--- src/rtl/uart_fifo_if.sv ---
// uart_fifo_if: chip-select register bus between the CPU side and uart_fifo.
//   cs       access strobe, one access per cycle while high
//   rw       1 = read, 0 = write
//   addr     register select (0 data, 1 status, 2 control, 3 reserved)
//   data_in  write data
//   data_out registered read data
//   irq      level interrupt to the CPU
interface uart_fifo_if;
  logic       cs;
  logic       rw;
  logic [1:0] addr;
  logic [7:0] data_in;
  logic [7:0] data_out;
  logic       irq;

  modport master (output cs, rw, addr, data_in, input data_out, irq);
  modport slave  (input cs, rw, addr, data_in, output data_out, irq);
endinterface

--- src/rtl/uart_fifo.sv ---
// uart_fifo: parametrised UART with TX/RX FIFOs, 16x oversampled receiver
// with 7/8/9 majority voting, sticky error flags and a maskable interrupt.
// Ports:
//   clk   sole clock, rising edge
//   rst_n asynchronous active-low reset
//   bus   register interface (uart_fifo_if.slave)
//   RXD   asynchronous serial input
//   TXD   serial output, idles high
module uart_fifo #(
  parameter int CLK_FREQ  = 50000000,
  parameter int BAUD      = 9600,
  parameter int DATA_BITS = 8,
  parameter int PARITY    = 0,
  parameter int STOP_BITS = 1,
  parameter int TX_DEPTH  = 16,
  parameter int RX_DEPTH  = 16
) (
  input  logic        clk,
  input  logic        rst_n,
  uart_fifo_if.slave  bus,
  input  logic        RXD,
  output logic        TXD
);
  localparam int DIV = CLK_FREQ / (16 * BAUD) - 1;
  localparam int DW  = (DIV > 0) ? $clog2(DIV + 1) : 1;
  localparam int TAW = $clog2(TX_DEPTH);
  localparam int RAW = $clog2(RX_DEPTH);
  localparam logic [DW-1:0] DIV_L     = DW'(DIV);
  localparam logic [2:0]    LAST_DATA = 3'(DATA_BITS - 1);
  localparam logic [2:0]    LAST_STOP = 3'(STOP_BITS - 1);

  typedef enum logic [2:0] {S_IDLE, S_START, S_DATA, S_PAR, S_STOP} state_t;

  // Parity bit that makes data+parity odd (PARITY=1) or even (PARITY=2).
  function automatic logic par_bit(input logic [DATA_BITS-1:0] d);
    par_bit = (PARITY == 1) ? ~(^d) : (^d);
  endfunction

  // ---------------- register bus decode ----------------
  logic w_wr, w_rd, w_tx_push, w_rx_pop, w_tx_full, w_tx_empty, w_rx_full, w_rx_empty;
  logic [2:0] w_w1c;
  assign w_wr      = bus.cs & ~bus.rw;
  assign w_rd      = bus.cs & bus.rw;
  assign w_tx_push = w_wr & (bus.addr == 2'd0) & ~w_tx_full;
  assign w_rx_pop  = w_rd & (bus.addr == 2'd0) & ~w_rx_empty;
  assign w_w1c     = (w_wr && bus.addr == 2'd1) ? bus.data_in[5:3] : 3'b000;

  // ---------------- TX FIFO ----------------
  logic [DATA_BITS-1:0] r_tx_mem [TX_DEPTH];
  logic [TAW:0] r_tx_wp, r_tx_rp;
  logic [DATA_BITS-1:0] w_tx_head;
  logic w_tx_pop;
  assign w_tx_empty = (r_tx_wp == r_tx_rp);
  assign w_tx_full  = (r_tx_wp[TAW] != r_tx_rp[TAW]) && (r_tx_wp[TAW-1:0] == r_tx_rp[TAW-1:0]);
  assign w_tx_head  = r_tx_mem[r_tx_rp[TAW-1:0]];

  always_ff @(posedge clk)
    if (w_tx_push) r_tx_mem[r_tx_wp[TAW-1:0]] <= bus.data_in[DATA_BITS-1:0];

  always_ff @(posedge clk or negedge rst_n)
    if (!rst_n) begin
      r_tx_wp <= '0;
      r_tx_rp <= '0;
    end else begin
      if (w_tx_push) r_tx_wp <= r_tx_wp + 1'b1;
      if (w_tx_pop)  r_tx_rp <= r_tx_rp + 1'b1;
    end

  // ---------------- TX FSM ----------------
  state_t r_tx_st, w_tx_nx;
  logic [DW-1:0] r_tx_div;
  logic [3:0] r_tx_tick;
  logic [2:0] r_tx_bit;
  logic [DATA_BITS-1:0] r_tx_shift;
  logic r_tx_par, r_txd, w_tx_line, w_tx_tick, w_tx_bit_end;
  assign w_tx_tick    = (r_tx_div == DIV_L);
  assign w_tx_bit_end = w_tx_tick && (r_tx_tick == 4'd15);

  always_ff @(posedge clk or negedge rst_n)
    if (!rst_n) r_tx_st <= S_IDLE;
    else        r_tx_st <= w_tx_nx;

  always_comb begin
    w_tx_nx = r_tx_st;
    case (r_tx_st)
      S_IDLE:  if (!w_tx_empty) w_tx_nx = S_START;
      S_START: if (w_tx_bit_end) w_tx_nx = S_DATA;
      S_DATA:  if (w_tx_bit_end && r_tx_bit == LAST_DATA) w_tx_nx = (PARITY != 0) ? S_PAR : S_STOP;
      S_PAR:   if (w_tx_bit_end) w_tx_nx = S_STOP;
      S_STOP:  if (w_tx_bit_end && r_tx_bit == LAST_STOP) w_tx_nx = w_tx_empty ? S_IDLE : S_START;
      default: w_tx_nx = S_IDLE;
    endcase
  end

  // A pop happens from IDLE or straight out of the last stop bit, so frames
  // queued in the FIFO go out with no idle gap.
  always_comb begin
    w_tx_pop  = 1'b0;
    w_tx_line = 1'b1;
    case (r_tx_st)
      S_IDLE:  w_tx_pop = ~w_tx_empty;
      S_START: w_tx_line = 1'b0;
      S_DATA:  w_tx_line = r_tx_shift[0];
      S_PAR:   w_tx_line = r_tx_par;
      S_STOP:  w_tx_pop = w_tx_bit_end && (r_tx_bit == LAST_STOP) && !w_tx_empty;
      default: w_tx_line = 1'b1;
    endcase
  end

  // TXD is registered, so the line lags the FSM state by one clk.
  always_ff @(posedge clk or negedge rst_n)
    if (!rst_n) begin
      r_tx_div   <= '0;
      r_tx_tick  <= '0;
      r_tx_bit   <= '0;
      r_tx_shift <= '0;
      r_tx_par   <= 1'b0;
      r_txd      <= 1'b1;
    end else begin
      r_txd <= w_tx_line;
      if (w_tx_pop) begin
        r_tx_div   <= '0;
        r_tx_tick  <= '0;
        r_tx_bit   <= '0;
        r_tx_shift <= w_tx_head;
        r_tx_par   <= par_bit(w_tx_head);
      end else if (r_tx_st != S_IDLE) begin
        r_tx_div <= w_tx_tick ? '0 : r_tx_div + 1'b1;
        if (w_tx_tick) r_tx_tick <= r_tx_tick + 1'b1;
        if (w_tx_bit_end) begin
          if (r_tx_st == S_DATA) r_tx_shift <= r_tx_shift >> 1;
          r_tx_bit <= (w_tx_nx != r_tx_st) ? 3'd0 : r_tx_bit + 1'b1;
        end
      end
    end

  assign TXD = r_txd;

  // ---------------- RX synchroniser + FSM ----------------
  logic r_rx_s1, r_rx_s2, r_rx_s3, w_rx_fall;
  always_ff @(posedge clk or negedge rst_n)
    if (!rst_n) {r_rx_s1, r_rx_s2, r_rx_s3} <= 3'b111;
    else        {r_rx_s1, r_rx_s2, r_rx_s3} <= {RXD, r_rx_s1, r_rx_s2};
  assign w_rx_fall = r_rx_s3 & ~r_rx_s2;

  state_t r_rx_st, w_rx_nx;
  logic [DW-1:0] r_rx_div;
  logic [3:0] r_rx_tick;
  logic [2:0] r_rx_bit;
  logic [1:0] r_rx_samp;
  logic [DATA_BITS-1:0] r_rx_shift;
  logic r_rx_perr, w_rx_tick, w_rx_bit_end, w_rx_s9, w_rx_maj, w_rx_push;
  assign w_rx_tick    = (r_rx_div == DIV_L);
  assign w_rx_bit_end = w_rx_tick && (r_rx_tick == 4'd15);
  assign w_rx_s9      = w_rx_tick && (r_rx_tick == 4'd9);
  // Majority of the tick 7/8 samples and the live tick-9 sample.
  assign w_rx_maj = (r_rx_samp[0] & r_rx_samp[1]) | (r_rx_samp[0] & r_rx_s2) | (r_rx_samp[1] & r_rx_s2);

  always_ff @(posedge clk or negedge rst_n)
    if (!rst_n) r_rx_st <= S_IDLE;
    else        r_rx_st <= w_rx_nx;

  always_comb begin
    w_rx_nx = r_rx_st;
    case (r_rx_st)
      S_IDLE:  if (w_rx_fall) w_rx_nx = S_START;
      S_START: if (w_rx_s9 && w_rx_maj) w_rx_nx = S_IDLE;
               else if (w_rx_bit_end) w_rx_nx = S_DATA;
      S_DATA:  if (w_rx_bit_end && r_rx_bit == LAST_DATA) w_rx_nx = (PARITY != 0) ? S_PAR : S_STOP;
      S_PAR:   if (w_rx_bit_end) w_rx_nx = S_STOP;
      S_STOP:  if (w_rx_s9) w_rx_nx = S_IDLE;
      default: w_rx_nx = S_IDLE;
    endcase
  end

  always_comb begin
    w_rx_push = 1'b0;
    if (r_rx_st == S_STOP) w_rx_push = w_rx_s9;
  end

  always_ff @(posedge clk or negedge rst_n)
    if (!rst_n) begin
      r_rx_div   <= '0;
      r_rx_tick  <= '0;
      r_rx_bit   <= '0;
      r_rx_samp  <= 2'b11;
      r_rx_shift <= '0;
      r_rx_perr  <= 1'b0;
    end else if (r_rx_st == S_IDLE) begin
      if (w_rx_fall) begin
        r_rx_div  <= '0;
        r_rx_tick <= '0;
        r_rx_bit  <= '0;
        r_rx_perr <= 1'b0;
      end
    end else begin
      r_rx_div <= w_rx_tick ? '0 : r_rx_div + 1'b1;
      if (w_rx_tick) begin
        r_rx_tick <= r_rx_tick + 1'b1;
        if (r_rx_tick == 4'd7) r_rx_samp[0] <= r_rx_s2;
        if (r_rx_tick == 4'd8) r_rx_samp[1] <= r_rx_s2;
      end
      if (w_rx_s9 && r_rx_st == S_DATA) r_rx_shift <= {w_rx_maj, r_rx_shift[DATA_BITS-1:1]};
      if (w_rx_s9 && r_rx_st == S_PAR)  r_rx_perr  <= (par_bit(r_rx_shift) != w_rx_maj);
      if (w_rx_bit_end) r_rx_bit <= (w_rx_nx != r_rx_st) ? 3'd0 : r_rx_bit + 1'b1;
    end

  // ---------------- RX FIFO ----------------
  logic [DATA_BITS-1:0] r_rx_mem [RX_DEPTH];
  logic [RAW:0] r_rx_wp, r_rx_rp;
  logic [7:0] w_rx_head8;
  logic w_rx_wr;
  assign w_rx_empty = (r_rx_wp == r_rx_rp);
  assign w_rx_full  = (r_rx_wp[RAW] != r_rx_rp[RAW]) && (r_rx_wp[RAW-1:0] == r_rx_rp[RAW-1:0]);
  // A simultaneous CPU pop frees the slot, so a push into a full FIFO still lands.
  assign w_rx_wr    = w_rx_push & (~w_rx_full | w_rx_pop);

  always_comb begin
    w_rx_head8 = 8'h00;
    w_rx_head8[DATA_BITS-1:0] = r_rx_mem[r_rx_rp[RAW-1:0]];
  end

  always_ff @(posedge clk)
    if (w_rx_wr) r_rx_mem[r_rx_wp[RAW-1:0]] <= r_rx_shift;

  always_ff @(posedge clk or negedge rst_n)
    if (!rst_n) begin
      r_rx_wp <= '0;
      r_rx_rp <= '0;
    end else begin
      if (w_rx_wr)  r_rx_wp <= r_rx_wp + 1'b1;
      if (w_rx_pop) r_rx_rp <= r_rx_rp + 1'b1;
    end

  // ---------------- status / control / read data ----------------
  logic r_ovr, r_fe, r_pe;
  logic [2:0] r_ctrl;
  logic [7:0] r_data_out, w_status;
  logic w_tx_idle;
  assign w_tx_idle = w_tx_empty && (r_tx_st == S_IDLE);
  assign w_status  = {r_rx_st != S_IDLE, w_rx_full, r_pe, r_fe, r_ovr,
                      w_tx_idle, ~w_rx_empty, ~w_tx_full};

  // Error setting takes priority over a same-cycle write-1-to-clear.
  always_ff @(posedge clk or negedge rst_n)
    if (!rst_n) begin
      r_ovr      <= 1'b0;
      r_fe       <= 1'b0;
      r_pe       <= 1'b0;
      r_ctrl     <= 3'b000;
      r_data_out <= 8'h00;
    end else begin
      r_ovr <= (w_rx_push & w_rx_full & ~w_rx_pop) | (r_ovr & ~w_w1c[0]);
      r_fe  <= (w_rx_push & ~w_rx_maj)             | (r_fe  & ~w_w1c[1]);
      r_pe  <= (w_rx_push & r_rx_perr)             | (r_pe  & ~w_w1c[2]);
      if (w_wr && bus.addr == 2'd2) r_ctrl <= bus.data_in[2:0];
      if (w_rd) begin
        case (bus.addr)
          2'd0:    r_data_out <= w_rx_empty ? 8'h00 : w_rx_head8;
          2'd1:    r_data_out <= w_status;
          2'd2:    r_data_out <= {5'b00000, r_ctrl};
          default: r_data_out <= 8'h00;
        endcase
      end
    end

  assign bus.data_out = r_data_out;
  assign bus.irq = (r_ctrl[0] & ~w_rx_empty) | (r_ctrl[1] & w_tx_idle) |
                   (r_ctrl[2] & (r_ovr | r_fe | r_pe));
endmodule
--- src/flat_wrapper.sv ---
// flat-port wrapper written by rule: the top's interface ports become plain ports
module uart_fifo_flat 
#(
  parameter int CLK_FREQ  = 50000000,
  parameter int BAUD      = 9600,
  parameter int DATA_BITS = 8,
  parameter int PARITY    = 0,
  parameter int STOP_BITS = 1,
  parameter int TX_DEPTH  = 16,
  parameter int RX_DEPTH  = 16
)
  (clk, rst_n, RXD, TXD, bus_cs, bus_rw, bus_addr, bus_data_in, bus_data_out, bus_irq);
  uart_fifo_if bus_i ();
  input  logic clk;
  input  logic rst_n;
  input  logic RXD;
  output logic TXD;
  input wire logic [$bits(bus_i.cs)-1:0] bus_cs;
  input wire logic [$bits(bus_i.rw)-1:0] bus_rw;
  input wire logic [$bits(bus_i.addr)-1:0] bus_addr;
  input wire logic [$bits(bus_i.data_in)-1:0] bus_data_in;
  output wire logic [$bits(bus_i.data_out)-1:0] bus_data_out;
  output wire logic [$bits(bus_i.irq)-1:0] bus_irq;
  assign bus_i.cs = bus_cs;
  assign bus_i.rw = bus_rw;
  assign bus_i.addr = bus_addr;
  assign bus_i.data_in = bus_data_in;
  assign bus_data_out = bus_i.data_out;
  assign bus_irq = bus_i.irq;
  uart_fifo #(.CLK_FREQ(CLK_FREQ), .BAUD(BAUD), .DATA_BITS(DATA_BITS), .PARITY(PARITY), .STOP_BITS(STOP_BITS), .TX_DEPTH(TX_DEPTH), .RX_DEPTH(RX_DEPTH)) u_core (.clk(clk), .rst_n(rst_n), .bus(bus_i), .RXD(RXD), .TXD(TXD));
endmodule
--- config.mk ---
export PLATFORM = sky130hd
export DESIGN_NAME = uart_fifo_flat
export DESIGN_NICKNAME = d
export VERILOG_FILES = /design/src/rtl/uart_fifo_if.sv /design/src/rtl/uart_fifo.sv /design/src/flat_wrapper.sv
export SDC_FILE = /design/constraint.sdc
export NUM_CORES = 1
export LEC_CHECK = 0
export CAP_MARGIN = 40
export CORE_UTILIZATION = 55
export DETAILED_ROUTE_END_ITERATION = 8
export GPL_ROUTABILITY_DRIVEN = 1
export MAX_ROUTING_LAYER = met4
export PLACE_DENSITY = 0.72
export SETUP_SLACK_MARGIN = 0.4
export SYNTH_ARGS = -nofsm -noshare
export SYNTH_HDL_FRONTEND = slang
export SYNTH_SLANG_ARGS = --single-unit
export TNS_END_PERCENT = 30
--- constraint.sdc ---
create_clock -name clk -period 3.8 [get_ports clk]
set_input_delay 0.76 -clock clk [delete_from_list [all_inputs] [get_ports clk]]
set_output_delay 0.76 -clock clk [all_outputs]
set_load 0.01 [all_outputs]
### Word-level counts from Yosys, hierarchy flattened

Memories as Yosys holds them, arrays and structs flattened.
Index checks and enable logic that the tools add are counted.

* add/subtract/negate cells: 10
* multiply operators: 0
* divide/modulo/power cells: 0
* order comparisons: 0
* equal/unequal tests: 29
* shift operators: 0
* multiplexer cells: 51
* bitwise gates (word level): 43
* reduce and logical (&&, ||, !) cells: 40

Operators by type and width (number)
* 3-bit two-way mux: 20
* 9-bit two-way mux: 6
* 8-bit two-way mux: 5
* 3-bit case mux with 5 select lines: 2
* 4-bit two-way mux: 6
* 8-bit case mux with 3 select lines: 1
* 1-bit bitwise AND: 21
* 5-bit by 1-bit adder with 5-bit output (second input constant): 4
* 9-bit by 1-bit adder with 9-bit output (second input constant): 2
* 9-bit equality test (second input constant): 2
* 4-bit equality test (second input constant): 4
* 8-bit parity: 2
* 1-bit logical AND: 15
* 2-bit nonzero test: 7
* 3-bit by 2-bit equality test with 1-bit output (second input constant): 4
* 3-bit equality test (second input constant): 4
* 1-bit inverter: 12
* 2-bit AND reduction: 6
* 5-bit equality test: 2
* 1-bit OR: 10
* 3-bit zero test: 3
* 1-bit two-way mux: 9
* 3-bit AND reduction: 3
* 4-bit by 1-bit adder with 4-bit output (second input constant): 2
* 14 further kinds: 21

* register bits: 96
* bits in latches: 0
* memory bits (writable): 256
* bits in read-only memories: 0
* input port bits: 15
* output and inout port bits: 10
* word-level logic and storage cells: 202
* memories: 2

Memories
* u_core.r_rx_mem: depth 16, bits a word 8, read ports 1, clocked after Yosys merged registers in 0, write ports 1, RTL line uart_fifo.sv:209 `logic [DATA_BITS-1:0] r_rx_mem [RX_DEPTH];`
* u_core.r_tx_mem: depth 16, bits a word 8, read ports 1, clocked after Yosys merged registers in 0, write ports 1, RTL line uart_fifo.sv:49 `logic [DATA_BITS-1:0] r_tx_mem [TX_DEPTH];`

### Logic depth before layout (Yosys ltp)

* depth after elaboration: 10
* gate-level depth with buffers: 11
* mapped depth without buffers: 9

### Least setup slack after synthesis

OpenSTA, ideal clock, no wires.

* path type: input port to flip-flop
* start point: input bus_addr[0]
* end point: memory u_core.r_rx_mem[3][0], enable pin
* setup time: 0.383 ns
* arrival time: 2.451 ns
* required time: 3.417 ns
* slack: 0.965 ns
* stages: 5
* buffers on the path: 1
* cell sequence: clkbuf_1 > or3_1 > a21oi_2 > nand2_1 > nor3_1

* word-level cells in the longest chain between the ends: 7

RTL lines
* start: declaration: RTL line flat_wrapper.sv:20 `input wire logic [$bits(bus_i.addr)-1:0] bus_addr;`
* 2-bit zero test: RTL line uart_fifo.sv:45 `assign w_rx_pop = w_rd & (bus.addr == 2'd0) & ~w_rx_empty;`
* 1-bit bitwise AND (2 in a row): RTL line uart_fifo.sv:45
* 1-bit OR: RTL line uart_fifo.sv:216 `assign w_rx_wr = w_rx_push & (~w_rx_full | w_rx_pop);`
* 1-bit bitwise AND: RTL line uart_fifo.sv:216
* 1-bit two-way mux: RTL line uart_fifo.sv:224 `if (w_rx_wr) r_rx_mem[r_rx_wp[RAW-1:0]] <= r_rx_shift;`
* 1-bit two-way mux (not written as such): RTL line uart_fifo.sv:224
* end: declaration: RTL line uart_fifo.sv:209

Every way passes these cells.

### Worst setup path after layout

* start point: register u_core.r_tx_wp[0]
* end point: output bus_irq

* word-level cells in the longest chain between the ends: 5

RTL lines
* start: declaration: RTL line uart_fifo.sv:50 `logic [TAW:0] r_tx_wp, r_tx_rp;`
* start signal: assignment: RTL line uart_fifo.sv:65 `if (w_tx_push) r_tx_wp <= r_tx_wp + 1'b1;`
* 5-bit equality test: RTL line uart_fifo.sv:53 `assign w_tx_empty = (r_tx_wp == r_tx_rp);`
* 1-bit logical AND: RTL line uart_fifo.sv:240 `assign w_tx_idle = w_tx_empty && (r_tx_st == S_IDLE);`
* 1-bit bitwise AND: RTL line uart_fifo.sv:268 `assign bus.irq = (r_ctrl[0] & ~w_rx_empty) | (r_ctrl[1] & w_tx_idle) |`
* 1-bit OR (2 in a row): RTL line uart_fifo.sv:268
* end: declaration: RTL line flat_wrapper.sv:23 `output wire logic [$bits(bus_i.irq)-1:0] bus_irq;`

Every way passes these cells.

==> impl_summary.txt <==
----------------------------------------------------
[Pwr]
  Net switching power ... between 1.5 and 2 mW
  Sequential fraction of design power ... 50.9%
  Switching fraction of total power ... between 20% and 30%
  Reported leakage power ... 6.40 nW
  Power per Cell Area ... 501 nW/um^2
  Combinational share of power ... ~9.0%
  Clock power frac ... 40.2%
  Internal ... around 6.5 mW
  Overall power after layout ... ~8.5 mW
  Max rail drop VDD ... 356 uV

[Floorplan]
  Number of top-level pins ... 25
  DIE AREA ... between 20000 and 30000 sq um
  Die Y-Extent ... between 150 and 200 um
  Starting density of the core ... 55.9%
  Standard cell core area ... approximately 27000 sq um
  Die Span X ... about 170 um
  Row count ... 60

[Clock network]
  CTS tree ... done
  CTS H-Tree Depth ... 2
  # resized after CTS ... 0
  Root buffer selected by CTS ... sky130_fd_sc_hd__clkbuf_16
  Number of buffers added by the clock tree synthesis step ... 37
  Insertion delay of the later-clocked pin in the worst-skew pair ... between 0.5 and 0.6 ns
  Clock sink count ... 352
  Number of buffers on the longest clock path ... 3
  Setup fix buffers added after clock tree synthesis ... 0
  Clock slew seen by the registers of the worst setup and hold paths ... ~0.060 ns
  Hold-fix buffers, CTS ... 0

[Route]
  Initial drt markers ... about 610
  Met3 WL ... 1200 um
  Routed wire length on met2 ... around 14000 um
  Highest signal layer in the routed design ... met4
  Post-DR vias/cell ... around 5.8
  Number of iterations in the first detailed-routing pass ... 5
  Post-route met1 wirelength ... around 13000 um
  Detailed-route DRC error count ... 0
  Detail Route Antenna Nets ... 0
  Via count ... slightly above 8000
  Drt total wl ... between 20000 and 30000 um
  Routed WL per cell ... between 20 and 25 um

[Timing]
  Highest attainable clock frequency ... between 300 and 400 MHz
  Worst Max-Slew Pin Slew ... between 0.9 and 1 ns
  Slew margin rel. ... between 30% and 40%
  Unrepaired setup endpoints after global routing ... false
  Final count of pins violating max slew ... 0
  Portion of the clock cycle consumed by the worst path in the final layout ... a little under nine tenths
  Hold Violations, Final ... 0
  Min cycle time layout ... around 3.3 ns
  Setup Viol. Count Final ... 0
  Summed negative setup slack over all endpoints ... 0 ns
  Clock Skew ... 0.0193 ns

[Place]
  Final HPWL from detailed placement ... roughly 18000 um
  Input/output buffers ... 24
  Placed Instance Area ... between 15000 and 20000 sq um
  Final Wtd Congestion ... around 0.84

[Worst setup path]
  Arrival time of data at the critical path endpoint ... ~2.5 ns
  Critical Path Source Type ... flop
  Capturing element type of the critical path ... output pin
  Cell family with most CP delay ... simple AND/OR/NAND/NOR gates
  Chain of cells forming the critical path ... xor2_1 > nor4_4 > and3_1 > nand2_1 > nand3_1 > clkdlybuf4s50_1
  Kind of critical path ... reg2out
  CP Buf/Inv Count ... 1
  Longest individual stage delay on the worst path ... around 0.55 ns
  Endpoint required time on the critical path ... slightly above 3 ns
  Peak fanout along the critical path ... 5
  Crit-path slowest cell ... sky130_fd_sc_hd__clkdlybuf4s50_1

[Worst hold path]
  Class of the tightest hold or removal check ... in2async

[Synthesis]
  Cell Area, Synth ... about 15000 sq um
  Flop and latch count out of synthesis ... 352
  Net count of the mapped netlist ... 992
  Biggest area consumer among synthesized cells ... sky130_fd_sc_hd__edfxtp_1
  Predominant post-synthesis flop cell ... sky130_fd_sc_hd__edfxtp_1
  Biggest area contributors in the synthesized netlist ... sky130_fd_sc_hd__edfxtp_1 (51%), sky130_fd_sc_hd__dfrtp_1 (15%), sky130_fd_sc_hd__mux4_2 (9.8%)
  Share of the synthesized area in the top cell type ... roughly 51%
  Fraction of synthesis flops using an asynchronous set or reset pin ... about 27%
  Unique masters post-synth ... 60
  Post-Synthesis Cells ... between 900 and 1000
  Sequential element share of the synthesized area ... about two thirds
  Count of synthesis-stage warnings from yosys ... 0
  Number of synthesized flops with an enable pin ... between 200 and 300
  Syn Area/Cell ... ~16 sq um

[Finish]
  Layout-stage area growth over the synthesis result ... 13.2%
  Commonest non-fill, non-tap cell in the layout ... sky130_fd_sc_hd__edfxtp_1
  Post-route cell area ... approximately 17000 sq um
  Number of fillers in the final layout ... 1875
  Proportion of layout cells with a drive suffix above 1 ... 19.2%
  Nets ... between 1000 and 1500
  Antenna diode count ... 0
  Leading cell types in the layout, fill and taps excluded ... sky130_fd_sc_hd__edfxtp_1 (256), sky130_fd_sc_hd__nand2_1 (93), sky130_fd_sc_hd__dfrtp_1 (86)

[Global routing]
  GR Overflow Total ... 0
  First-pass GRT wire length ... 45700 um
  Vias in the first global route ... 8144
  Overall fraction of global-route tracks in use ... 22.2%
  Largest net degree at the start of global routing ... 45
  Number of antenna violations at the first check in global routing ... 0

[Run]
  Number of violations of the max-capacitance limit ... 0

[Outcome]
  Result of the run ... completed

----------------------------------------------------
through the flow:
stage	util, %	setup WS (ns)	cells	hold slack, ns
6_report	63.2	0.533	1386	0.224
5_1_grt	63.2	0.423	1386	0.266
4_1_cts	63.2	0.400	1386	0.237
3_5_place_dp	58.8	0.356	1319	0.351
3_3_place_gp	58.8	0.528	1318	0.346
2_1_floorplan	-	0.965	954	0.345
sequential cells by signal (all words and copies together), names as in the netlist, 4 cells and up:
register	flops
u_core.r_rx_mem	128
u_core.r_rx_tick	4
u_core.r_tx_wp	5
u_core.bus.data_out	8
u_core.r_tx_div	9
u_core.r_tx_shift	8
u_core.r_tx_rp	5
u_core.r_tx_mem	128
u_core.r_rx_wp	5
u_core.r_rx_rp	5
u_core.r_rx_div	9
u_core.r_tx_tick	4
u_core.r_rx_shift	8
power by group through the flow:
stage                     registers [mW]  clock network (mW)  logic (mW)
after floorplan                     4.34                   0       0.564
after global placement              4.39                   0       0.751
after detailed placement            4.39                   0       0.762
after CTS                           4.32                3.48       0.766
after global routing                4.33                3.63       0.848
final                               4.32                3.41       0.763
worst paths after layout:
check                                    from                      to  slack [ns]  cells after the start
hold / removal                          rst_n    u_core.r_tx_shift[5]        0.22                      1
min in group clk               u_core.r_rx_s1          u_core.r_rx_s2        0.36                      0
setup / recovery            u_core.r_tx_wp[0]                 bus_irq        0.53                      6
max in group asynchronous               rst_n  u_core.bus.data_out[5]        2.76                      2
hold reg to reg                u_core.r_rx_s1          u_core.r_rx_s2        0.36                      0
setup reg to reg           u_core.r_rx_div[3]   u_core.r_rx_mem[4][1]        0.63                      6
cell usage after synthesis (11+ instances only):
| master | n |
|---|---|
| sky130_fd_sc_hd__a21oi_1 | 17 |
| sky130_fd_sc_hd__clkbuf_1 | 22 |
| sky130_fd_sc_hd__dfrtp_1 | 90 |
| sky130_fd_sc_hd__edfxtp_1 | 256 |
| sky130_fd_sc_hd__ha_1 | 23 |
| sky130_fd_sc_hd__inv_1 | 20 |
| sky130_fd_sc_hd__mux2_2 | 11 |
| sky130_fd_sc_hd__mux2i_1 | 22 |
| sky130_fd_sc_hd__mux4_2 | 65 |
| sky130_fd_sc_hd__nand2_1 | 93 |
| sky130_fd_sc_hd__nand2b_1 | 14 |
| sky130_fd_sc_hd__nand3_1 | 12 |
| sky130_fd_sc_hd__nand4_1 | 11 |
| sky130_fd_sc_hd__nor2_1 | 53 |
| sky130_fd_sc_hd__nor2b_1 | 14 |
| sky130_fd_sc_hd__nor3_1 | 16 |
| sky130_fd_sc_hd__o21ai_0 | 23 |
| sky130_fd_sc_hd__o21ai_1 | 26 |
| sky130_fd_sc_hd__xnor2_1 | 31 |
| sky130_fd_sc_hd__xor2_1 | 20 |
cells by family (layout without fill, tap and decap cells):
kind of cell	after synthesis	after routing	synth area share, %
compound gates	111	111	4.47
simple gates	245	245	8.03
mux	109	109	13.1
xor+xnor	52	52	3.13
flops	352	352	67.4
buf+inv	61	152	1.84
fa+ha+maj	24	24	1.99
metal layers:
layer | GRT usage (%) | vias to the layer above
met3 | 3.07 | 55
met2 | 34.3 | 189
met4 | 7.17 | 0
met5 | - | -
li1 | - | 3744
met1 | 30.6 | 4093
final cells by class:
type                       instances  area, sq um  area share [%]
sequential                       352        10100            59.6
multi-input combinational        541         4610            27.2
clock buffer                      55         1050            6.23
timing repair buffer              65          558            3.29
tap                              341          427            2.52
clock inverter                    12          111           0.657
inverter                          20         75.1           0.443
worst reg2reg max path: stages (launching register included):
cell and delay [ns]:
sky130_fd_sc_hd__dfrtp_1 0.41, sky130_fd_sc_hd__or4b_4 0.57, sky130_fd_sc_hd__nor3_2 0.30, sky130_fd_sc_hd__nand3_1 0.24, sky130_fd_sc_hd__a21oi_2 0.46, sky130_fd_sc_hd__nand2_1 0.22, sky130_fd_sc_hd__nor2_1 0.59
Power figures use the tool's default switching activity.
